$ cat src/rtl/key_step_clock_gen_pkg.sv
// Shared types and constants for the key step clock generator.
// Holds the pulse FSM state encoding and the key_out bit indices.
package key_step_clock_gen_pkg;

  typedef enum logic [1:0] {
    ST_IDLE = 2'd0,
    ST_HIGH = 2'd1,
    ST_LOW  = 2'd2
  } state_e;

  localparam int KEY_CLK = 1;
  localparam int KEY_RST = 0;

endpackage

$ cat src/rtl/key_step_clock_gen_debounce.sv
// Pushbutton debouncer: 2-flop synchronizer plus stability counter.
// Ports: clock, reset (async active-low), raw_n in; level_n, fall_pulse out.
module key_debounce #(
  parameter int DEBOUNCE_CYCLES = 500000
) (
  input  logic clock,
  input  logic reset,
  input  logic raw_n,
  output logic level_n,
  output logic fall_pulse
);

  localparam int CW = $clog2(DEBOUNCE_CYCLES) + 1;
  localparam logic [CW-1:0] CNT_END = CW'(DEBOUNCE_CYCLES - 1);

  logic [1:0]    sync_q;
  logic [CW-1:0] cnt_q, cnt_d;
  logic          level_q, level_d;
  logic          fall_q, fall_d;

  // Any agreement with the current level restarts the count.
  always_comb begin
    cnt_d   = '0;
    level_d = level_q;
    fall_d  = 1'b0;
    if (sync_q[1] != level_q) begin
      if (cnt_q == CNT_END) begin
        level_d = sync_q[1];
        fall_d  = ~sync_q[1];
      end else begin
        cnt_d = cnt_q + CW'(1);
      end
    end
  end

  always_ff @(posedge clock or negedge reset) begin
    if (!reset) begin
      sync_q  <= 2'b11;
      cnt_q   <= '0;
      level_q <= 1'b1;
      fall_q  <= 1'b0;
    end else begin
      sync_q  <= {sync_q[0], raw_n};
      cnt_q   <= cnt_d;
      level_q <= level_d;
      fall_q  <= fall_d;
    end
  end

  assign level_n    = level_q;
  assign fall_pulse = fall_q;

endmodule

$ cat src/rtl/key_step_clock_gen.sv
// Board-side KEY[1:0] source: debounced step/auto clock and stretched reset.
// Ports: clock, reset (async low), btn_step_n, btn_rst_n, sw_run in; key_out, busy, step_count out.
module key_step_clock_gen
  import key_step_clock_gen_pkg::*;
#(
  parameter int DEBOUNCE_CYCLES = 500000,
  parameter int PULSE_CYCLES    = 8,
  parameter int LOW_CYCLES      = 8,
  parameter int AUTO_DIV        = 25000000,
  parameter int RST_HOLD        = 16,
  parameter int CNT_W           = 16
) (
  input  logic             clock,
  input  logic             reset,
  input  logic             btn_step_n,
  input  logic             btn_rst_n,
  input  logic             sw_run,
  output logic [1:0]       key_out,
  output logic             busy,
  output logic [CNT_W-1:0] step_count
);

  localparam int PMAX = (PULSE_CYCLES > LOW_CYCLES) ?
                        PULSE_CYCLES : LOW_CYCLES;
  localparam int PW = $clog2(PMAX) + 1;
  localparam int DW = $clog2(AUTO_DIV) + 1;
  localparam int HW = $clog2(RST_HOLD + 1) + 1;

  localparam logic [PW-1:0] HIGH_END = PW'(PULSE_CYCLES - 1);
  localparam logic [PW-1:0] LOW_END  = PW'(LOW_CYCLES - 1);
  localparam logic [DW-1:0] DIV_END  = DW'(AUTO_DIV - 1);
  localparam logic [HW-1:0] HOLD_LD  = HW'(RST_HOLD);

  logic step_fall, step_level_unused;
  logic rst_level_n, rst_fall_unused;

  key_debounce #(.DEBOUNCE_CYCLES(DEBOUNCE_CYCLES)) u_step_db (
    .clock      (clock),
    .reset      (reset),
    .raw_n      (btn_step_n),
    .level_n    (step_level_unused),
    .fall_pulse (step_fall)
  );

  key_debounce #(.DEBOUNCE_CYCLES(DEBOUNCE_CYCLES)) u_rst_db (
    .clock      (clock),
    .reset      (reset),
    .raw_n      (btn_rst_n),
    .level_n    (rst_level_n),
    .fall_pulse (rst_fall_unused)
  );

  state_e           state_q, state_d;
  logic [PW-1:0]    phase_q, phase_d;
  logic [DW-1:0]    div_q, div_d;
  logic [HW-1:0]    hold_q, hold_d;
  logic [CNT_W-1:0] cnt_q, cnt_d;
  logic             auto_req, step_req, rst_req;

  // Reset request is combinational on the debounced level so it
  // asserts in the same cycle the level falls.
  always_comb begin
    rst_req  = ~rst_level_n | (hold_q != '0);
    auto_req = sw_run & (div_q == DIV_END);
    step_req = sw_run ? auto_req : step_fall;
    div_d    = '0;
    if (sw_run && !auto_req) div_d = div_q + DW'(1);
    hold_d = '0;
    if (!rst_level_n)        hold_d = HOLD_LD;
    else if (hold_q != '0)   hold_d = hold_q - HW'(1);
  end

  always_comb begin
    state_d = state_q;
    phase_d = phase_q;
    cnt_d   = cnt_q;
    if (rst_req) begin
      state_d = ST_IDLE;
      phase_d = '0;
      cnt_d   = '0;
    end else begin
      unique case (state_q)
        ST_IDLE: if (step_req) begin
          state_d = ST_HIGH;
          phase_d = '0;
          cnt_d   = cnt_q + CNT_W'(1);
        end
        ST_HIGH: if (phase_q == HIGH_END) begin
          state_d = ST_LOW;
          phase_d = '0;
        end else begin
          phase_d = phase_q + PW'(1);
        end
        ST_LOW: if (phase_q == LOW_END) begin
          state_d = ST_IDLE;
          phase_d = '0;
        end else begin
          phase_d = phase_q + PW'(1);
        end
        default: begin
          state_d = ST_IDLE;
          phase_d = '0;
        end
      endcase
    end
  end

  always_ff @(posedge clock or negedge reset) begin
    if (!reset) begin
      state_q <= ST_IDLE;
      phase_q <= '0;
      div_q   <= '0;
      hold_q  <= '0;
      cnt_q   <= '0;
    end else begin
      state_q <= state_d;
      phase_q <= phase_d;
      div_q   <= div_d;
      hold_q  <= hold_d;
      cnt_q   <= cnt_d;
    end
  end

  always_comb begin
    key_out          = '0;
    key_out[KEY_CLK] = (state_q == ST_HIGH);
    key_out[KEY_RST] = rst_req;
  end

  assign busy       = (state_q != ST_IDLE);
  assign step_count = cnt_q;

endmodule

$ cat config.mk
export PLATFORM = sky130hd
export DESIGN_NAME = key_step_clock_gen
export DESIGN_NICKNAME = d
export VERILOG_FILES = /design/src/rtl/key_step_clock_gen_pkg.sv /design/src/rtl/key_step_clock_gen_debounce.sv /design/src/rtl/key_step_clock_gen.sv
export SDC_FILE = /design/constraint.sdc
export NUM_CORES = 1
export LEC_CHECK = 0
export BUFFER_PORTS_ARGS = -buffer_cell sky130_fd_sc_hd__buf_2
export CORE_ASPECT_RATIO = 0.7
export CORE_MARGIN = 10
export CORE_UTILIZATION = 50
export DETAILED_ROUTE_END_ITERATION = 10
export GPL_TIMING_DRIVEN = 0
export PLACE_DENSITY = 0.67
export SLEW_MARGIN = 0
export SYNTH_ARGS = -nofsm -noshare
export SYNTH_HDL_FRONTEND = slang
export SYNTH_SLANG_ARGS = --single-unit
$ cat constraint.sdc
create_clock -name clock -period 6.4 [get_ports clock]
set_clock_uncertainty 0.1 [all_clocks]
set_input_delay 1.28 -clock clock [delete_from_list [all_inputs] [get_ports clock]]
set_output_delay 1.28 -clock clock [all_outputs]
set_load 0.03 [all_outputs]
==> metrics.cfg <==
[setup_path]
slowest_delay_ps=390
count_of_cell_instances_traversed_by_the_critical_path=8
crit_fanout=10
cp.required_ps=5020
critical-path-top-delay-family=buffers and inverters
path_cells=inv_1 -> ha_1 -> nor2b_1 -> and3_1 -> inv_1 -> clkbuf_1 -> buf_4 -> buf_2
critical_path.n_buffers_inverters=5
path_class=register to output pin
critPathLaunchType=register
worstSetupEndpointType=output pin
worstPathArrival_ps=2250
cpMaxStageDelayCell=sky130_fd_sc_hd__clkbuf_1
timing.critical_path.mode_cell=sky130_fd_sc_hd__inv_1
worst-r2r-cell-count=7

[outcome]
run_status=complete, no violations

[timing]
setup_total_negative_slack_ps=0
final.period_utilization_pct=56.7
finalSetupViolations=0
final-max-slew-violation-count=0
unrepaired_setup_endpoints_after_global_routing=false
post-route-min-period_ps=3630
top_achievable_clock_speed_mhz=276
tightest_slew_ps=888
final_hold_viol_count=0
worst_slew_margin_rel_pct=40.3

[hold_path]
hp-class=register to register
worstHoldPathCells=0

[logic_synthesis]
ys_dominant_reg_cell=sky130_fd_sc_hd__dfrtp_1
syn-num-nets=521
syn_area_mm2=0.00500
syn-instance-count=505
share_of_the_yosys_chip_area_belonging_to_registers_pct=50.7
synth_warnings=0
number_of_enable_type_register_cells_in_the_synthesized_netlist=0
postSynthRegisterBits=101
share_of_synthesized_flip_flops_with_an_asynchronous_set_or_reset_pct=100
mean_syn_cell_area_um2=9.90
synth.distinct_cells=45

[routing]
route.detailed.drc=0
vias=3738
antenna_violating_nets_post_route=0
initialDrtViolationCount=213
route.detailed.wl_per_inst_um=14.8
drt_wl_total_um=9950
routed_via_density=5.55
drt_pre_antenna_iters=4

[global_route]
first_global_vias=3769
antenna_found_initial=0
pin_count_of_the_biggest_net_entering_global_routing=70
overflow=0
wire_length_of_the_first_global_routing_pass_um=17900
groute.usage.overall_pct=14.4

[placed_design]
finalWeightedCongestion=0.849
place_hpwl_um=6890
place.port_buffers=23
placed_cells=657

[pwr]
post-layout-total-power_mw=1.28
power.density_cell_area_mw_per_mm2=227
power.ir.vdd_worst_v=0.000128
p_leak_nw=2.37

[finish]
multi_input_area_mm2=0.00234
area_growth_syn_to_layout_pct=12.6
post_route_cells_drive_above_1_share_pct=11.2
fillers=832
layout.area.seq_mm2=0.00253
finalNetCount=556
final_cell_mix=sky130_fd_sc_hd__dfrtp_1 (95), sky130_fd_sc_hd__nor2_1 (84), sky130_fd_sc_hd__xor2_1 (41), sky130_fd_sc_hd__nand2_1 (34), sky130_fd_sc_hd__nand3_1 (31)
post_layout_nonfiller_instances=673
antenna_cells=0
final_common_cell=sky130_fd_sc_hd__dfrtp_1

[clock_network]
post_cts_resized=0
clock-sinks=101
h_tree_lvl_count=3
worstSkewPairLatency_ps=340
clkSlewWorstSetupHoldPaths_ps=70
post-cts-setup-buffer-count=0
holdBufCountCts=0
numCtsBuffers=9
cts_buffer_depth=2
cts-root-buf=sky130_fd_sc_hd__clkbuf_16
tritoncts_clock_tree=yes

[floorplan]
die_area_mm2=0.0145
core_mm2=0.00972
starting_density_of_the_core_pct=51.4
core.rowCount=30
die_width_um=139
top_level_ports=24
die_h_um=104

[flow_run]
max_cap_violations=0

[cell type report]
cell class / count / share of cell area, %
Clock buffer: 10 / 4.25
Timing Repair Buffer: 24 / 2.58
Tap cell: 128 / 2.85
Multi-Input combinational cell: 376 / 41.6
Clock inverter: 6 / 1.53
Inverter: 12 / 0.800
Sequential cell: 101 / 45.0
Buffer: 16 / 1.31
[cells in the mapped netlist, types with 2 or more instances]
cell | instances | area [um^2]
sky130_fd_sc_hd__a21oi_1 | 20 | 100
sky130_fd_sc_hd__a32o_1 | 2 | 20.0
sky130_fd_sc_hd__and2_1 | 5 | 31.3
sky130_fd_sc_hd__and3_1 | 13 | 81.3
sky130_fd_sc_hd__and4_1 | 3 | 26.3
sky130_fd_sc_hd__buf_2 | 2 | 10.0
sky130_fd_sc_hd__clkbuf_1 | 12 | 45.0
sky130_fd_sc_hd__dfrtp_1 | 95 | 2380
sky130_fd_sc_hd__dfstp_2 | 6 | 158
sky130_fd_sc_hd__ha_1 | 11 | 138
sky130_fd_sc_hd__inv_1 | 12 | 45.0
sky130_fd_sc_hd__mux2_2 | 2 | 22.5
sky130_fd_sc_hd__mux2i_1 | 3 | 30.0
sky130_fd_sc_hd__nand2_1 | 34 | 128
sky130_fd_sc_hd__nand3_1 | 31 | 155
sky130_fd_sc_hd__nand3b_1 | 3 | 22.5
sky130_fd_sc_hd__nand4_1 | 26 | 163
sky130_fd_sc_hd__nor2_1 | 84 | 315
sky130_fd_sc_hd__nor3_1 | 10 | 50.1
sky130_fd_sc_hd__nor3b_1 | 2 | 15.0
sky130_fd_sc_hd__nor4_1 | 4 | 25.0
sky130_fd_sc_hd__nor4b_1 | 4 | 35.0
sky130_fd_sc_hd__o21ai_0 | 8 | 40.0
sky130_fd_sc_hd__o31ai_1 | 12 | 90.1
sky130_fd_sc_hd__or2_2 | 2 | 12.5
sky130_fd_sc_hd__or3_1 | 7 | 43.8
sky130_fd_sc_hd__or4_1 | 13 | 97.6
sky130_fd_sc_hd__xnor2_1 | 22 | 193
sky130_fd_sc_hd__xor2_1 | 41 | 359
[worst register-to-register path, cell delays in order (launching register included)]
cell and delay (ps):
sky130_fd_sc_hd__dfrtp_1 420, sky130_fd_sc_hd__inv_1 110, sky130_fd_sc_hd__ha_1 150, sky130_fd_sc_hd__clkbuf_1 330, sky130_fd_sc_hd__nand4_1 240, sky130_fd_sc_hd__clkbuf_1 290, sky130_fd_sc_hd__or4_1 530, sky130_fd_sc_hd__a21oi_1 150
[state kept, by name (all words and copies together) (netlist names)]
name / count
u_step_db.cnt_q: 20
div_q: 26
u_step_db.sync_q: 2
state_q: 2
u_rst_db.cnt_q: 20
u_step_db.level_n: 1
step_count: 16
hold_q: 6
u_step_db.fall_pulse: 1
u_rst_db.level_n: 1
u_rst_db.sync_q: 2
phase_q: 4
[metal layers]
layer / vias up / track usage (%) / routed length, um
li1: 1844 / - / -
met1: 1820 / 19.6 / 4950
met2: 67 / 22.2 / 4490
met3: 7 / 3.74 / 441
met4: 0 / 3.49 / 63
met5: - / 0 / 0
[worst paths after layout]
check,startpoint,end,slack (ps)
min in group asynchronous,reset,step_count[8],780
min reg2reg,u_step_db.sync_q[0],u_step_db.sync_q[1],260
max reg2reg,state_q[0],step_count[15],4010
max,hold_q[0],key_out[0],2770
min,u_step_db.sync_q[0],u_step_db.sync_q[1],260
max in group asynchronous,reset,u_step_db.sync_q[0],4690
[power by group]
part | switching [mW] | internal (mW)
combinational | 0.0243 | 0.00951
sequential | 0.00583 | 0.645
clock | 0.240 | 0.353
[logic make-up (layout without fill, tap and decap cells)]
family,Yosys count,after routing,synth area share [%]
flops,101,101,50.7
mux,5,5,1.05
simple gates,251,251,26.3
buf+inv,28,68,2.38
fa+ha+maj,11,11,2.75
compound gates,46,46,5.73
xor+xnor,63,63,11.0
[through the flow]
step / worst slack, ps / hold slack, ps / instance area, um^2 / util (%)
2_1_floorplan: 3490 / 245 / 5000 / -
3_3_place_gp: 2890 / 247 / 5270 / 54.2
3_5_place_dp: 3110 / 247 / 5300 / 54.5
4_1_cts: 2740 / 257 / 5630 / 57.9
5_1_grt: 2580 / 260 / 5630 / 57.9
6_report: 2770 / 256 / 5630 / 57.9
No activity file was read; power rests on OpenSTA's default activity.
